`src/rtl/multi_strand_ifetch_pkg.sv`:
```
// rtl/multi_strand_ifetch_pkg.sv - shared constants and helpers for the multi-strand fetch stage
package ifetch_pkg;

    localparam int INSTR_WIDTH = 32;

    // Pointer width for a power-of-two FIFO; occupancy needs one extra bit
    function automatic int ptr_width(input int depth);
        return (depth > 1) ? $clog2(depth) : 1;
    endfunction

    // Width of the round-robin start pointer; a single strand still needs one bit
    function automatic int rr_width(input int num_strands);
        return (num_strands > 1) ? $clog2(num_strands) : 1;
    endfunction

    // Cache words arrive little-endian; the decoder wants the bytes reversed
    function automatic logic [INSTR_WIDTH-1:0] byte_swap(input logic [INSTR_WIDTH-1:0] w);
        return {w[7:0], w[15:8], w[23:16], w[31:24]};
    endfunction

endpackage

```
`src/rtl/multi_strand_ifetch_fifo.sv`:
```
// rtl/multi_strand_ifetch_fifo.sv - per-strand instruction FIFO with flush and occupancy
module strand_fetch_fifo
    import ifetch_pkg::*;
#(
    parameter int DEPTH = 4,
    parameter int WIDTH = 64,
    localparam int PW = ptr_width(DEPTH)
) (
    input  logic             clk,
    input  logic             reset,
    input  logic             i_flush,
    input  logic             i_enqueue,
    input  logic             i_dequeue,
    input  logic [WIDTH-1:0] i_data,
    output logic [WIDTH-1:0] o_data,
    output logic             o_empty,
    output logic [PW:0]      o_occupancy
);

    logic [WIDTH-1:0] r_mem [DEPTH];
    logic [PW-1:0]    r_wr_ptr;
    logic [PW-1:0]    r_rd_ptr;
    logic [PW:0]      r_count;
    logic             w_push;
    logic             w_pop;

    assign w_push      = i_enqueue & (r_count != (PW+1)'(DEPTH));
    assign w_pop       = i_dequeue & (r_count != '0);
    assign o_data      = r_mem[r_rd_ptr];
    assign o_empty     = (r_count == '0);
    assign o_occupancy = r_count;

    // Pointer and count update; a flush wins over any simultaneous push or pop
    always_ff @(posedge clk) begin
        if (reset || i_flush) begin
            r_wr_ptr <= '0;
            r_rd_ptr <= '0;
            r_count  <= '0;
        end else begin
            if (w_push) r_wr_ptr <= r_wr_ptr + PW'(1);
            if (w_pop)  r_rd_ptr <= r_rd_ptr + PW'(1);
            r_count <= r_count + (PW+1)'(w_push) - (PW+1)'(w_pop);
        end
    end

    // Storage array; contents need no reset because count gates visibility
    always_ff @(posedge clk) begin
        if (w_push) r_mem[r_wr_ptr] <= i_data;
    end

endmodule

```
`src/rtl/multi_strand_ifetch.sv`:
```
// rtl/multi_strand_ifetch.sv - round-robin multi-strand fetch stage; IFETCH_MISS_STATS_EN adds miss counters
module multi_strand_ifetch
    import ifetch_pkg::*;
#(
    parameter int                    NUM_STRANDS = 4,
    parameter int                    FIFO_DEPTH  = 4,
    parameter int                    ADDR_WIDTH  = 32,
    parameter logic [ADDR_WIDTH-1:0] RESET_PC    = '0
) (
    input  logic                              clk,
    input  logic                              reset,
    output logic [ADDR_WIDTH-1:0]             iaddress_o,
    output logic                              iaccess_o,
    input  logic [INSTR_WIDTH-1:0]            idata_i,
    input  logic                              icache_hit_i,
    output logic [NUM_STRANDS*INSTR_WIDTH-1:0] instruction_o,
    output logic [NUM_STRANDS*ADDR_WIDTH-1:0] pc_o,
    output logic [NUM_STRANDS-1:0]            instruction_ack_o,
    input  logic [NUM_STRANDS-1:0]            instruction_request_i,
    input  logic [NUM_STRANDS-1:0]            restart_request_i,
    input  logic [NUM_STRANDS*ADDR_WIDTH-1:0] restart_address_i
`ifdef IFETCH_MISS_STATS_EN
    ,
    output logic [NUM_STRANDS*16-1:0]         miss_count_o
`endif
);

    localparam int PW = ptr_width(FIFO_DEPTH);
    localparam int OW = PW + 1;
    localparam int RW = rr_width(NUM_STRANDS);
    localparam int DW = ADDR_WIDTH + INSTR_WIDTH;

    logic [ADDR_WIDTH-1:0]  r_pc       [NUM_STRANDS];
    logic [ADDR_WIDTH-1:0]  w_pc_nxt   [NUM_STRANDS];
    logic [OW-1:0]          w_occ      [NUM_STRANDS];
    logic [DW-1:0]          w_head     [NUM_STRANDS];
    logic [NUM_STRANDS-1:0] r_grant;
    logic [NUM_STRANDS-1:0] w_grant;
    logic [NUM_STRANDS-1:0] w_eligible;
    logic [NUM_STRANDS-1:0] w_enqueue;
    logic [NUM_STRANDS-1:0] w_dequeue;
    logic [NUM_STRANDS-1:0] w_empty;
    logic [RW-1:0]          r_rr_ptr;
    logic [RW-1:0]          w_rr_nxt;
    logic [RW-1:0]          w_idx;
    logic                   w_any_grant;
    logic [INSTR_WIDTH-1:0] w_swapped;

    assign w_swapped = byte_swap(idata_i);
    assign iaccess_o = |w_eligible;

    // Per-strand response handling, next PC and credit-based eligibility
    always_comb begin
        for (int s = 0; s < NUM_STRANDS; s++) begin
            w_enqueue[s] = r_grant[s] & icache_hit_i & ~restart_request_i[s];
            w_dequeue[s] = instruction_request_i[s] & ~w_empty[s];
            if (restart_request_i[s])
                w_pc_nxt[s] = restart_address_i[s*ADDR_WIDTH +: ADDR_WIDTH] & ~ADDR_WIDTH'(3);
            else if (w_enqueue[s])
                w_pc_nxt[s] = r_pc[s] + ADDR_WIDTH'(4);
            else
                w_pc_nxt[s] = r_pc[s];
            w_eligible[s] = ((w_occ[s] + OW'(r_grant[s])) < OW'(FIFO_DEPTH)) & ~restart_request_i[s];
        end
    end

    // Rotating-priority arbiter starting one past the last granted strand
    always_comb begin
        w_grant     = '0;
        w_any_grant = 1'b0;
        w_rr_nxt    = r_rr_ptr;
        w_idx       = '0;
        for (int i = 0; i < NUM_STRANDS; i++) begin
            w_idx = RW'((int'(r_rr_ptr) + i) % NUM_STRANDS);
            if (!w_any_grant && w_eligible[w_idx]) begin
                w_grant[w_idx] = 1'b1;
                w_any_grant    = 1'b1;
                w_rr_nxt       = RW'((int'(w_idx) + 1) % NUM_STRANDS);
            end
        end
    end

    // Fetch address is the granted strand's next PC, zero when idle
    always_comb begin
        iaddress_o = '0;
        for (int s = 0; s < NUM_STRANDS; s++) begin
            if (w_grant[s]) iaddress_o = w_pc_nxt[s];
        end
    end

    // PC, in-flight grant and arbitration pointer state
    always_ff @(posedge clk) begin
        if (reset) begin
            for (int s = 0; s < NUM_STRANDS; s++) r_pc[s] <= RESET_PC;
            r_grant  <= '0;
            r_rr_ptr <= '0;
        end else begin
            for (int s = 0; s < NUM_STRANDS; s++) r_pc[s] <= w_pc_nxt[s];
            r_grant  <= w_grant;
            if (w_any_grant) r_rr_ptr <= w_rr_nxt;
        end
    end

    for (genvar g = 0; g < NUM_STRANDS; g++) begin : g_strand
        strand_fetch_fifo #(
            .DEPTH (FIFO_DEPTH),
            .WIDTH (DW)
        ) u_fifo (
            .clk         (clk),
            .reset       (reset),
            .i_flush     (restart_request_i[g]),
            .i_enqueue   (w_enqueue[g]),
            .i_dequeue   (w_dequeue[g]),
            .i_data      ({r_pc[g], w_swapped}),
            .o_data      (w_head[g]),
            .o_empty     (w_empty[g]),
            .o_occupancy (w_occ[g])
        );
        assign instruction_o[g*INSTR_WIDTH +: INSTR_WIDTH] = w_head[g][INSTR_WIDTH-1:0];
        assign pc_o[g*ADDR_WIDTH +: ADDR_WIDTH]            = w_head[g][DW-1 -: ADDR_WIDTH];
        assign instruction_ack_o[g]                        = ~w_empty[g];
    end

`ifdef IFETCH_MISS_STATS_EN
    logic [15:0] r_miss_cnt [NUM_STRANDS];

    // Saturating per-strand miss counters; restarted strands do not count
    always_ff @(posedge clk) begin
        for (int s = 0; s < NUM_STRANDS; s++) begin
            if (reset)
                r_miss_cnt[s] <= '0;
            else if (r_grant[s] && !icache_hit_i && !restart_request_i[s] && (r_miss_cnt[s] != 16'hFFFF))
                r_miss_cnt[s] <= r_miss_cnt[s] + 16'd1;
        end
    end

    for (genvar g = 0; g < NUM_STRANDS; g++) begin : g_miss
        assign miss_count_o[g*16 +: 16] = r_miss_cnt[g];
    end
`endif

endmodule

```
`config.mk`:
```
export PLATFORM = sky130hd
export DESIGN_NAME = multi_strand_ifetch
export DESIGN_NICKNAME = d
export VERILOG_FILES = /design/src/rtl/multi_strand_ifetch_pkg.sv /design/src/rtl/multi_strand_ifetch_fifo.sv /design/src/rtl/multi_strand_ifetch.sv
export SDC_FILE = /design/constraint.sdc
export NUM_CORES = 1
export LEC_CHECK = 0
export CAP_MARGIN = 10
export CORE_MARGIN = 2
export CORE_UTILIZATION = 60
export CTS_BUF_LIST = sky130_fd_sc_hd__clkbuf_16
export DETAILED_ROUTE_END_ITERATION = 16
export GPL_TIMING_DRIVEN = 0
export PLACE_DENSITY = 0.83
export SKIP_LAST_GASP = 1
export SLEW_MARGIN = 20
export SYNTH_ARGS = -nofsm -noshare
export SYNTH_HDL_FRONTEND = slang
export SYNTH_SLANG_ARGS = --single-unit
```
`constraint.sdc`:
```
create_clock -name clk -period 7.9 [get_ports clk]
set_input_delay 1.58 -clock clk [delete_from_list [all_inputs] [get_ports clk]]
set_output_delay 1.58 -clock clk [all_outputs]
set_load 0.03 [all_outputs]
```
Word level (Yosys, flattened, before mapping) --
Memories as Yosys holds them, arrays and structs flattened. A register that Yosys moved wholly into a read port is not among the register bits. Cells that the tools add are included.
Storage, ports and cells: RAM bits 1152, register bits after elaboration 34, word-level logic and storage cells 192, memories kept 5, output and inout port bits 293
Memory list:
- g_strand[0].u_fifo.r_mem | words 4, bits a word 64, rd ports 1, clocked after memory_dff 1, write ports 1, line multi_strand_ifetch_fifo.sv:20 | logic [WIDTH-1:0] r_mem [DEPTH];
- g_strand[1].u_fifo.r_mem | words 4, bits a word 64, rd ports 1, clocked after memory_dff 1, write ports 1, line multi_strand_ifetch_fifo.sv:20
- g_strand[2].u_fifo.r_mem | words 4, bits a word 64, rd ports 1, clocked after memory_dff 1, write ports 1, line multi_strand_ifetch_fifo.sv:20
- g_strand[3].u_fifo.r_mem | words 4, bits a word 64, rd ports 1, clocked after memory_dff 1, write ports 1, line multi_strand_ifetch_fifo.sv:20
- r_pc | words 4, bits a word 32, rd ports 4, clocked after memory_dff 0, write ports 4, line multi_strand_ifetch.sv:33 | logic [ADDR_WIDTH-1:0] r_pc [NUM_STRANDS];
Operators by class: bitwise operators 39, eq/ne operators 4, order comparisons 12, reduce and logical (&&, ||, !) cells 25, multiplexer cells 63, add/subtract/negate cells 30
Operators with widths (number):
- 32-bit two-way mux | 16
- 32-bit by 3-bit adder with 32-bit output, second input constant | 4
- 2-bit by 1-bit adder with 2-bit output, second input constant | 12
- 3-bit by 1-bit adder with 3-bit output | 8
- 1-bit bitwise AND | 24
- 2-bit two-way mux | 12
- 1-bit two-way mux | 23
- 4-bit two-way mux | 4
- 3-bit zero test | 4
- 2-bit by 3-bit < comparator with 1-bit output, second input constant | 4
- 3-bit < comparator, second input constant | 4
- 3-bit != test, second input constant | 4
- 4-bit bitwise OR | 3
- 3-bit nonzero test | 4
- 3-bit by 1-bit subtractor with 3-bit output | 4
- 1-bit binary-select mux with 2-bit select | 4
- 1-bit demux with 2-bit select | 4
- 2-bit by 1-bit greater-or-equal comparator with 1-bit output, second input constant | 4
- 1-bit inverter | 8
- 1-bit logical AND | 7
- 2-bit adder, second input constant | 2
- 1-bit logical OR | 4
- 1-bit bitwise OR | 4
- 4-bit nonzero test | 1
- other kinds (3) | 5

Depth between registers and ports, before layout --
Gate-level depths: netlist of the first run.
word-level depth 19, gate-level depth with buffers 14, gate-level depth less buffers 10

By module --
Synthesis of the first run repeated with hierarchy kept, for this count alone.
Second synthesis, totals: cell total of the unflattened synthesis 2645, area, all modules 47938.5 um^2
By module, submodules not included:
- strand_fetch_fifo | times used 4, seq. area each 7867.5 um^2, cells an instance 381, area an instance 9778.1 um^2
- multi_strand_ifetch | times used 1, seq. area each 2682.6 um^2, cells an instance 1121, area an instance 8826.0 um^2

Worst setup path before layout of the first run --
Ideal clock, no wire load.
path kind input to output, start in restart_request_i[2], end out iaddress_o[23], cell stages on the path 9, setup slack 2.105 ns, arrival 4.215 ns, data required time 6.320 ns, path buffers 1, path through nor2b_1 > a2111oi_0 > or2_2 > o211ai_1 > or4_4 > a221oi_4 > buf_4 > nand2_1 > a211oi_1
On the way: word-level cells in the longest chain between the ends 18, elaborated cells between the ends (all ways) 33
Ends and longest elaborated chain:
- start, declared | line multi_strand_ifetch.sv:20 | input logic [NUM_STRANDS-1:0] restart_request_i,
- 1-bit inverter | line multi_strand_ifetch.sv:55, multi_strand_ifetch.sv:63
- 1-bit bitwise AND | line multi_strand_ifetch.sv:63 | w_eligible[s] = ((w_occ[s] + OW'(r_grant[s])) < OW'(FIFO_DEPTH)) & ~restart_request_i[s];
- 1-bit binary-select mux with 2-bit select | line multi_strand_ifetch.sv:75 | if (!w_any_grant && w_eligible[w_idx]) begin
- 1-bit two-way mux (implied by the code) | line multi_strand_ifetch.sv:75
- 1-bit two-way mux | line multi_strand_ifetch.sv:75
- 1-bit zero test | line multi_strand_ifetch.sv:75
- 1-bit logical AND | line multi_strand_ifetch.sv:75
- 1-bit two-way mux | line multi_strand_ifetch.sv:75
- 1-bit zero test | line multi_strand_ifetch.sv:75
- 1-bit logical AND | line multi_strand_ifetch.sv:75
- 1-bit two-way mux | line multi_strand_ifetch.sv:75
- 1-bit zero test | line multi_strand_ifetch.sv:75
- 1-bit logical AND | line multi_strand_ifetch.sv:75
- 4-bit two-way mux | line multi_strand_ifetch.sv:75
- 32-bit two-way mux (3 in series) | line multi_strand_ifetch.sv:87 | if (w_grant[s]) iaddress_o = w_pc_nxt[s];
- 32-bit two-way mux (*) | line multi_strand_ifetch.sv:87
- end, declared | line multi_strand_ifetch.sv:12 | output logic [ADDR_WIDTH-1:0] iaddress_o,
Mark *: on every way between the ends. The rest lies on a longest branch, timed or not. The select of a mux whose other input is x is not followed.

Final worst setup path of the first run --
start in icache_hit_i, end out iaddress_o[18]
On the way: word-level cells in the longest chain between the ends 8, elaborated cells between the ends (all ways) 20
Ends and longest elaborated chain:
- start, declared | line multi_strand_ifetch.sv:15 | input logic icache_hit_i,
- 1-bit bitwise AND (2 in series) | line multi_strand_ifetch.sv:55 | w_enqueue[s] = r_grant[s] & icache_hit_i & ~restart_request_i[s];
- 32-bit two-way mux | line multi_strand_ifetch.sv:59 | else if (w_enqueue[s])
- 32-bit two-way mux | line multi_strand_ifetch.sv:57 | if (restart_request_i[s])
- 32-bit two-way mux (3 in series) | line multi_strand_ifetch.sv:87
- 32-bit two-way mux (*) | line multi_strand_ifetch.sv:87
Mark *: on every way between the ends. The rest lies on a longest branch, timed or not.

==> reports/results.md, run 1 <==
| Metric | Value |
| --- | --- |
| First-pass GRT wire length | 195.1 mm |
| Static power due to leakage | 18.43 nW |
| Post-route DRC violation count | 0 |
| Max-capacitance violation count | 0 |
| Unrepaired setup endpoints after global routing | false |
| Area share of the leading cell type in the synthesized netlist | 65.44% |
| CTS tree | built |
| Global-route usage over all layers | 33.55% |
| Number of buffers inserted during clock tree synthesis | 114 |
| FFs w/ async S/R, synth | 0% |
| Area occupied by multi-input gates | 0.01228 sq mm |
| Slack of the critical path | -0.02730 ns |
| Chip Width | 283.8 um |
| Effective utilization at floorplan | 60.66% |
| Number of antenna violations at the first check in global routing | 15 |
| # IOs | 464 |
| Clock slew at reported path FFs | 0.07 ns |
| Post-synthesis average cell area | 17.72 sq um |
| Placeable Area | 0.07747 sq mm |
| Power density cells | 286.1 mW/mm^2 |
| Iter 0 DRT Violations | 3,259 |
| Number of global-route vias before repair | 28,300 |
| Critical path class | in2out |
| Detailed-route wire length per cell | 30.94 um |
| Number of synthesized register bits | 1,194 |
| Most used standard cells in the synthesized netlist | edfxtp_1, mux4_2, dfxtp_1 |
| Required @ worst endpoint | 6.32 ns |
| Clock latency on the worst-skew pair | 0.70 ns |
| Final min period | 7.927 ns |
| Hold slack | 0.5415 ns |
| Number of buffers inserted for hold repair after clock tree synthesis | 0 |
| Run status | complete, but fails checks |
| Worst voltage drop across the vdd grid | 0.4610 mV |
| Share of post-route cells with drive strength above 1 | 14.99% |
| Setup skew after layout | 0.03623 ns |
| Max-slew violations | 0 |
| Final hold violation count | 0 |
| Combined flip-flop and latch cell area | 0.03415 sq mm |
| Final weighted congestion in routability-driven placement | 1.025 |
| Final count of negative-setup-slack endpoints | 1 |
| Library cell with the largest summed area after synthesis | edfxtp_1 |
| Number of buffers inserted by port buffering | 454 |
| Minimum setup slack after placement | 0.03700 ns |
| Die area | 0.08057 sq mm |
| Syn nets | 2,859 |
| Cell types with the largest area share after synthesis | edfxtp_1, mux4_2, dfxtp_1 |
| Instance count of the mapped netlist | 2,651 |
| Data arrival time of the critical path | 6.35 ns |
| Number of rows in the core area | 102 |
| Vertical die dimension | 283.8 um |
| Violated checks | setup timing |
| Type of element capturing the critical path | output pin |
| Grt total ovfl | 0 |
| Max-Slew Margin vs Limit | 21.88% |
| Count of filler cells inserted in the layout | 4,434 |
| Maximum buffer depth of the clock tree | 3 |
| Vias post-DR | 27,860 |
| Tightest Pin Transition | 1.142 ns |
| Portion of the clock cycle consumed by the worst path in the final layout | 100.3% |
| Area delta synth->final | 21.72% |
| Final net count | 3,446 |
| Placed instance area | 0.05330 sq mm |
| Share of synthesized area occupied by flip-flops and latches | 72.68% |
| Number of vias per cell | 6.355 |
| Most used DFF post-synth | edfxtp_1 |
| Clock sinks | 1,194 |
| CP Launch Type | input port |
| Cell area after layout | 0.05719 sq mm |
| Power after layout | 16.36 mW |
| Post-synthesis instance area | 0.04699 sq mm |
| Drt total wl | 135.6 mm |
| Post-synthesis cell type count | 66 |
| Critical Path Fanout Max | 6 |
| Number of enable flip-flop cells after synthesis | 1,024 |
| Number of warnings printed during yosys synthesis | 0 |
| Min-Delay Path Class | reg2reg |
| Htree depth | 3 |
| Peak Freq | 0.1261 GHz |
| Clk root buf | clkbuf_16 |
| Maximum number of pins on one net before global-route repair | 47 |
| Number of iterations in the first detailed-routing pass | 5 |
| Half-perimeter wire length after placement | 88.54 mm |
| Number of nets with antenna violations after detailed routing | 0 |
| Leading cell type by number of instances after synthesis | edfxtp_1 |
## worst paths after layout
path | startpoint | to | slack (ns) | depth (start not counted)
max | icache_hit_i | iaddress_o[18] | -0.03 | 11
min | r_pc[1][31]$_SDFF_PP0_ | g_strand[1].u_fifo.r_mem[2][63]$_DFFE_PP_ | 0.54 | 0
max reg2reg | r_rr_ptr[0]$_SDFFE_PP0P_ | r_grant[3]$_SDFF_PP0_ | 4.08 | 13
min reg2reg | r_pc[1][31]$_SDFF_PP0_ | g_strand[1].u_fifo.r_mem[2][63]$_DFFE_PP_ | 0.54 | 0
## stage by stage
step	std cells	setup TNS (ns)	utilization, %
5_1_grt	4378	0	73.81
3_5_place_dp	4162	0	68.81
4_1_cts	4376	0	73.73
6_report	4384	-0.02730	73.83
2_1_floorplan	2651	0	-
3_3_place_gp	4145	-0.007226	68.20
## kinds of logic after synthesis
logic type	share of synthesized area, %
XOR/XNOR	2.405
AO/OA/AOI/OAI	3.558
multiplexers	12.77
flip-flops	72.68
buffers and inverters	1.379
adder cells (fa/ha/maj)	1.049
AND/OR/NAND/NOR	6.159
## flip-flops by register name, summed over array words and instances, names as in the netlist, named ones only
signal	flops
g_strand.u_fifo.r_wr_ptr	8
g_strand.u_fifo.r_rd_ptr	8
r_grant	4
g_strand.u_fifo.o_occupancy	12
g_strand.u_fifo.r_mem	1024
r_rr_ptr	2
r_pc	128
## worst max-delay path, stage by stage
cell	delay (ns)
clkdlybuf4s50_1	0.86
nand4_1	0.27
nor4_1	0.66
and3_1	0.25
clkbuf_1	0.27
nand2_1	0.11
xor2_1	0.15
o21ai_0	0.23
a221oi_1	0.94
o22ai_1	0.34
clkdlybuf4s50_1	0.68
## placed cells by master (no fill, tap or decap), drive strengths merged, types with 14 or more instances in the layout
cell           netlist  final
nand3               40     40
nand2              144    144
mux2i               15     15
mux4               256    256
nor2b               87     87
xnor2               40     40
inv                 32     55
a21oi               58     58
and4                14     14
clkbuf              88    202
a221oi              25     25
edfxtp            1024   1024
ha                  33     33
buf                 48     66
dfxtp              170    170
o22ai               24     24
and3                31     31
nor2               146    146
xor2                89     89
clkinv               0     55
o21ai              105    105
and2                42     42
nand4               28     28
clkdlybuf4s50        0    454
## repair_timing
item,4_1_cts,5_1_grt
endpoints found under the setup margin,0,18
buffers inserted,0,0
hold endpoints to repair,0,0
gates resized for setup,0,5
## per-layer routing
metal  vias up  routed length (um)  track usage [%]
met2      1668               66310            54.44
met4        18                6650            14.66
met3       291               12700            7.404
li1      11590                   -                -
met1     14290               49850            44.20
met5         -                 111                0
## layout make-up
| cell class | count | area share, % |
|---|---|---|
| antenna | 8 | 0.03500 |
| buffer | 135 | 0.9232 |
| clock buffer | 115 | 5.032 |
| clock inverter | 99 | 1.641 |
| inverter | 32 | 0.2100 |
| multi-input combinational | 1289 | 21.47 |
| sequential | 1194 | 59.72 |
| tap | 1040 | 2.275 |
| timing repair buffer | 472 | 8.699 |
## report_power, final
part	switching [mW]	total, mW	internal [mW]
Clock	2.41	5.51	3.09
Combinational	2.42	3.67	1.25
Sequential	0.150	7.18	7.03
Total	4.98	16.4	11.4
No activity file was read; power rests on OpenSTA's default activity.
==> run 2, diff against run 1 <==
--- a/config.mk
+++ b/config.mk
@@ -11,6 +11,7 @@
 export CTS_BUF_LIST = sky130_fd_sc_hd__clkbuf_16
 export DETAILED_ROUTE_END_ITERATION = 16
 export GPL_TIMING_DRIVEN = 0
+export HOLD_SLACK_MARGIN = 0.08
 export PLACE_DENSITY = 0.83
 export SKIP_LAST_GASP = 1
 export SLEW_MARGIN = 20
==> results of run 2 <==
The final DEF is identical to that of run 1; final timing and power are the same.
==> run 3, diff against run 2 <==
--- a/config.mk
+++ b/config.mk
@@ -14,7 +14,7 @@
 export HOLD_SLACK_MARGIN = 0.08
 export PLACE_DENSITY = 0.83
 export SKIP_LAST_GASP = 1
-export SLEW_MARGIN = 20
+export SLEW_MARGIN = 10
 export SYNTH_ARGS = -nofsm -noshare
 export SYNTH_HDL_FRONTEND = slang
 export SYNTH_SLANG_ARGS = --single-unit
==> reports/results.md, run 3 (synthesis results as in run 1) <==
| Metric | Value | Delta |
| --- | --- | --- |
| CP Launch Type | input port |  |
| Final count of negative-setup-slack endpoints | 3 | +2 |
| Max-slew violations | 0 | unchanged |
| GR Layer Usage met2 | 53.92% | -0.53 points |
| Critical Path Fanout Max | 10 | +4 |
| Peak Freq | 0.1260 GHz | -0.15% |
| Htree depth | 3 | unchanged |
| Slack of the critical path | -0.03910 ns | -0.01180 ns |
| Worst voltage drop across the vdd grid | 0.4747 mV | +3.0% |
| Worst R2R Start | r_rr_ptr[0]$_SDFFE_PP0P_ |  |
| Maximum buffer depth of the clock tree | 3 | unchanged |
| Worst-case reg-to-reg path depth | 13 | unchanged |
| Detailed-route wire length per cell | 30.18 um | -2.4% |
| Final net count | 3,443 | -0.087% |
| Final min period | 7.939 ns | +0.01180 ns |
| Critical path class | in2out |  |
| Required @ worst endpoint | 6.32 ns | about the same |
| Number of global-route vias before repair | 27,830 | -1.7% |
| Final weighted congestion in routability-driven placement | 1.025 | unchanged |
| Flip-flop count of the largest register after layout | 1,024 | unchanged |
| Number of antenna violations at the first check in global routing | 21 | +6 |
| Half-perimeter wire length after placement | 88.43 mm | -0.12% |
| Number of buffers inserted during clock tree synthesis | 112 | -1.8% |
| Data arrival time of the critical path | 6.36 ns | about the same |
| Area occupied by multi-input gates | 0.01226 sq mm | -0.13% |
| Tightest Pin Transition | 1.407 ns | +0.2650 ns |
| Max-capacitance violation count | 0 | unchanged |
| Die area | 0.08057 sq mm | unchanged |
| Maximum number of pins on one net before global-route repair | 47 | unchanged |
| Grt met1 use | 43.29% | -0.90 points |
| Vias post-DR | 27,600 | -0.92% |
| Number of iterations in the first detailed-routing pass | 5 | unchanged |
| Number of instances on the worst hold path | 2 | +2 |
| Area delta synth->final | 21.07% |  |
| Final Core Density | 73.43% | -0.39 points |
| Reg-to-reg slack, setup | 4.10 ns | +0.02 ns |
| Setup skew after layout | 0.03407 ns | -0.002162 ns |
| Drt total wl | 132.3 mm | -2.5% |
| Iter 0 DRT Violations | 3,082 | -5.4% |
| Reg with most FFs | g_strand.u_fifo.r_mem |  |
| Clock latency on the worst-skew pair | 0.69 ns | about the same |
| Power density cells | 281.9 mW/mm^2 | -1.5% |
| Global-route usage over all layers | 32.90% | -0.65 points |
| Final hold violation count | 0 | unchanged |
| Post-cts repair resize count | 0 | unchanged |
| Combined flip-flop and latch cell area | 0.03415 sq mm | unchanged |
| Unrepaired setup endpoints after global routing | true |  |
| Number of vias per cell | 6.299 | -0.87% |
| Commonest cells after routing, fill and taps aside | edfxtp_1, clkdlybuf4s50_1, mux4_2 |  |
| Launch point of the critical path | restart_request_i[2] |  |
| Run status | complete, but fails checks |  |
| Max-Slew Margin vs Limit | 6.188% | -16 points |
| Type of element capturing the critical path | output pin |  |
| Number of rows in the core area | 102 | unchanged |
| Endpoint of the worst register-to-register path | r_grant[3]$_SDFF_PP0_ |  |
| Clk root buf | clkbuf_16 |  |
| Violated checks | setup timing |  |
| # IOs | 464 | unchanged |
| Chip Width | 283.8 um | unchanged |
| Min-Delay Path Class | reg2reg |  |
| Number of buffers inserted by port buffering | 454 | unchanged |
| Placeable Area | 0.07747 sq mm | unchanged |
| Number of nets with antenna violations after detailed routing | 0 | unchanged |
| Minimum setup slack after placement | 0.05865 ns | +0.02164 ns |
| Gr busiest metal | met2 |  |
| Effective utilization at floorplan | 60.66% | unchanged |
| Number of buffers inserted for hold repair after clock tree synthesis | 0 | unchanged |
| Static power due to leakage | 18.32 nW | -0.59% |
| Startpoint of the tightest hold check path | g_strand[1].u_fifo.r_rd_ptr[1]$_SDFFE_PP0P_ |  |
| Clock sinks | 1,194 | unchanged |
| Share of post-route cells with drive strength above 1 | 14.27% | -0.72 points |
| Post-route DRC violation count | 0 | unchanged |
| Most common cell after layout, fill and taps aside | edfxtp_1 |  |
| Vertical die dimension | 283.8 um | unchanged |
| First-pass GRT wire length | 191.2 mm | -2.0% |
| Grt total ovfl | 0 | unchanged |
| Met3 track demand over resource in global routing | 7.307% | -0.096 points |
| Portion of the clock cycle consumed by the worst path in the final layout | 100.5% | +0.15 points |
| Clock slew at reported path FFs | 0.06 ns | about the same |
| CTS tree | built |  |
| Count of filler cells inserted in the layout | 4,519 | +1.9% |
| Hold slack | 0.5400 ns | -0.001548 ns |
| Number of setup buffers added after CTS | 0 | unchanged |
-- run 3: cell types whose count changed in the layout (fill, tap and decap cells not counted), sizes merged --
| cell | delta |
|---|---|
| clkbuf | -1 |
| diode | +6 |
| inv | +12 |
| clkinvlp | -1 |
| clkinv | -12 |
| bufinv | -4 |
| buf | -2 |
-- run 3: routing by layer --
metal	up-vias	part of all wire (%)
met1	14080	36
met2	1627	49
met4	18	4.2
met3	268	10
li1	11610	-
met5	-	0.088
-- run 3: layout make-up --
| cell class | count | area share (%) |
|---|---|---|
| flip-flops and latches | 1194 | 60.04 |
| multi-input cells | 1289 | 21.56 |
| repair buffers | 470 | 8.710 |
| clock buffers | 113 | 4.971 |
| well taps | 1040 | 2.287 |
| clock inverters | 94 | 1.234 |
| plain buffers | 136 | 0.9326 |
| inverters | 32 | 0.2112 |
| diodes | 14 | 0.06159 |
-- run 3: how the worst max path moves through the flow --
stage                                end  depth (start not counted)
after global placement    iaddress_o[27]                         11
after floorplan           iaddress_o[23]                          9
after CTS                 iaddress_o[27]                         11
after global routing      iaddress_o[27]                         13
after detailed placement  iaddress_o[27]                         11
final                     iaddress_o[13]                         12
-- run 3: worst max-delay path, stage by stage --
cell	delay [ns]
clkdlybuf4s50_1	0.70
a311oi_1	0.12
a21o_1	0.26
mux2_2	0.30
mux2i_1	0.31
mux2_2	0.44
a21o_1	0.20
buf_2	0.18
clkbuf_1	0.26
a221oi_1	0.97
o22ai_1	0.34
clkdlybuf4s50_1	0.68
-- run 3: metrics by stage --
step	total power, mW	instances	instance area (sq um)	setup TNS [ns]
4_1_cts	15.98	4368	56810	0
6_report	16.04	4382	56890	-0.08936
3_5_place_dp	10.83	4161	53280	0
3_3_place_gp	10.82	4145	52830	-0.007226
2_1_floorplan	9.155	2651	46990	0
5_1_grt	16.42	4373	56860	-0.02104
-- run 3: power by group --
part | switching (mW) | total (mW) | internal, mW
sequential | 0.149 | 7.18 | 7.03
combinational | 2.41 | 3.66 | 1.25
clock | 2.31 | 5.19 | 2.89
==> variant, RTL diff (config.mk and constraints of run 3) <==
The option `IFETCH_MISS_STATS_EN` is turned on by a define.
--- a/src/rtl/multi_strand_ifetch.sv
+++ b/src/rtl/multi_strand_ifetch.sv
@@ -1,3 +1,5 @@
 // rtl/multi_strand_ifetch.sv - round-robin multi-strand fetch stage; IFETCH_MISS_STATS_EN adds miss counters
+`define IFETCH_MISS_STATS_EN
+
 module multi_strand_ifetch
     import ifetch_pkg::*;
New outputs: miss_count_o. Check against the original RTL: not settled (the Yosys comparison gave no result); the edit may change what the design does.
==> variant against run 3 <==
- largest cell class unchanged
- total power up 9.2%
- setup slack better by 0.044 ns
- cell area up 8.8%
- wire length up 7.3%
- sequential share of layout area down 1.8 points
- first-iteration DRC count up 17%
- synthesized cell count up 11%
- area after synthesis up 7.4%
- sequential cell count up 64
==> variant: results (changes against run 3) <==
| Metric | Value |
|---|---|
| Largest net degree at the start of global routing | `52 (was 47)` |
| Clock Skew | `0.04517 ns (was 0.03407 ns)` |
| Gpl congestion | `1.013 (was 1.025)` |
| Vias in the first global route | `30.19k (was 27.83k)` |
| Worst path max stage delay | `0.84 ns (was 0.97 ns)` |
| Worst skew pair latency | `0.72 ns (was 0.69 ns)` |
| GR Util met1 | `43.75% (was 43.29%)` |
| Final nets | `3825 (was 3443)` |
| First-pass GRT wire length | `204.8 mm (was 191.2 mm)` |
| Cell area after layout | `0.06189 sq mm (was 0.05689 sq mm)` |
| Met2 Use GR | `52.76% (was 53.92%)` |
| Post-place instance area | `0.05745 sq mm (was 0.05328 sq mm)` |
| Final wirelength | `141.9 mm (was 132.3 mm)` |
| Pre-CTS setup slack | `0.08788 ns (was 0.05865 ns)` |
| Mapped Nets | `3169 (was 2859)` |
| Iter 0 DRT Violations | `3619 (was 3082)` |
| Top post-synthesis cells by area | `edfxtp_1 (65%), mux4_2 (12%), dfxtp_1 (6.7%) (was edfxtp_1 (65%), mux4_2 (12%), dfxtp_1 (7.2%))` |
| Worst setup path start | `icache_hit_i (was restart_request_i[2])` |
| Post-synth EDFFs | `1088 (was 1024)` |
| DPL Wire Length | `95.75 mm (was 88.43 mm)` |
| Root buf cell | `clkbuf_16 (unchanged)` |
| H-tree levels | `3 (unchanged)` |
| Critical path's top delay family | `buffers and inverters (was compound AO/OA/AOI/OAI gates)` |
| Post-synthesis sequential area ratio | `71.49% (was 72.68%)` |
| Post-synth cell types | `84 (was 66)` |
| Synth Area per Inst | `17.08 sq um (was 17.72 sq um)` |
| Layout cells sized above 1 | `14.88% (was 14.27%)` |
| Commonest cells in the netlist | `edfxtp_1 (1088), nor2_1 (311), mux4_2 (258) (was edfxtp_1 (1024), mux4_2 (256), dfxtp_1 (170))` |
| WL/cell | `29.53 um (was 30.18 um)` |
| Num CTS Buffers | `121 (was 112)` |
| Hold Crit Start | `g_strand[0].u_fifo.r_rd_ptr[1] (was g_strand[1].u_fifo.r_rd_ptr[1])` |
| Initial antenna violation count | `10 (was 21)` |
| Actual slew at the worst max-slew pin | `1.145 ns (was 1.407 ns)` |
| Maximum VDD drop | `0.2490 mV (was 0.4747 mV)` |
| Worst path slowest cell | `clkdlybuf4s50_1 (was a221oi_1)` |
| Fill cells | `4818 (was 4519)` |
| DR vias/cell | `6.352 (was 6.299)` |
| DP Cell Count | `4567 (was 4161)` |
| Static leakage power | `20.01 nW (was 18.32 nW)` |
| Met3 usage | `6.624% (was 7.307%)` |
| WP data arrival | `6.31 ns (was 6.36 ns)` |
| Outcome | `completed (was complete, but fails checks)` |
| DRT Pass-1 Iters | `6 (was 5)` |
| Reg-to-Reg Start | `r_rr_ptr[0] (unchanged)` |
| Buffers on Ports | `517 (was 454)` |
| GRT Total Usage | `32.86% (was 32.90%)` |
==> variant: final cells by class <==
cell class | count | area share (%)
multi-input combinational | 1520 | 22.14
clock inverter | 105 | 2.072
sequential | 1258 | 58.29
tap | 1080 | 2.183
antenna | 9 | 0.03639
buffer | 138 | 0.9623
inverter | 38 | 0.2305
timing repair buffer | 533 | 9.036
clock buffer | 125 | 5.054
==> variant: logic make-up after synthesis <==
| kind of cell | Yosys count | synth area share [%] |
|---|---|---|
| multiplexers | 288 | 12.12 |
| XOR/XNOR | 185 | 3.211 |
| buffers and inverters | 176 | 1.458 |
| adder cells (fa/ha/maj) | 44 | 1.151 |
| AO/OA/AOI/OAI | 238 | 3.300 |
| flip-flops | 1258 | 71.49 |
| AND/OR/NAND/NOR | 765 | 7.273 |
==> variant: routing by layer <==
metal  wire length, um  vias up  share of wire, %
met5                24        -             0.017
met4              7467        4               5.3
met3             13670      345               9.6
met2             68670     1805                48
met1             52100    15550                37
li1                  -    12830                 -
==> variant: worst paths after layout <==
kind	endpoint	slack, ns	depth (start not counted)
min reg2reg	flip-flop	0.53	2
min	flip-flop	0.53	2
max	iaddress_o[24]	0.005	11
max reg2reg	r_grant[3]	4.45	11
==> variant: worst register-to-register path, cell delays in order, from the launching register on <==
cell	delay, ns
dfxtp_1	0.53
buf_2	0.31
inv_1	0.20
ha_1	0.39
inv_1	0.21
mux4_2	0.63
o211a_1	0.21
o31ai_4	0.27
and2_1	0.17
buf_4	0.18
buf_6	0.16
nor2_1	0.04
==> variant: timing repair <==
action | 4_1_cts | 5_1_grt
buffers inserted | 0 | 0
setup endpoints to repair | 0 | 1
resized for setup | 0 | 1
==> variant: power by group <==
group	internal (mW)	total [mW]	switching [mW]
sequential	7.44	7.63	0.195
clock	3.69	6.28	2.59
combinational	1.31	3.60	2.30
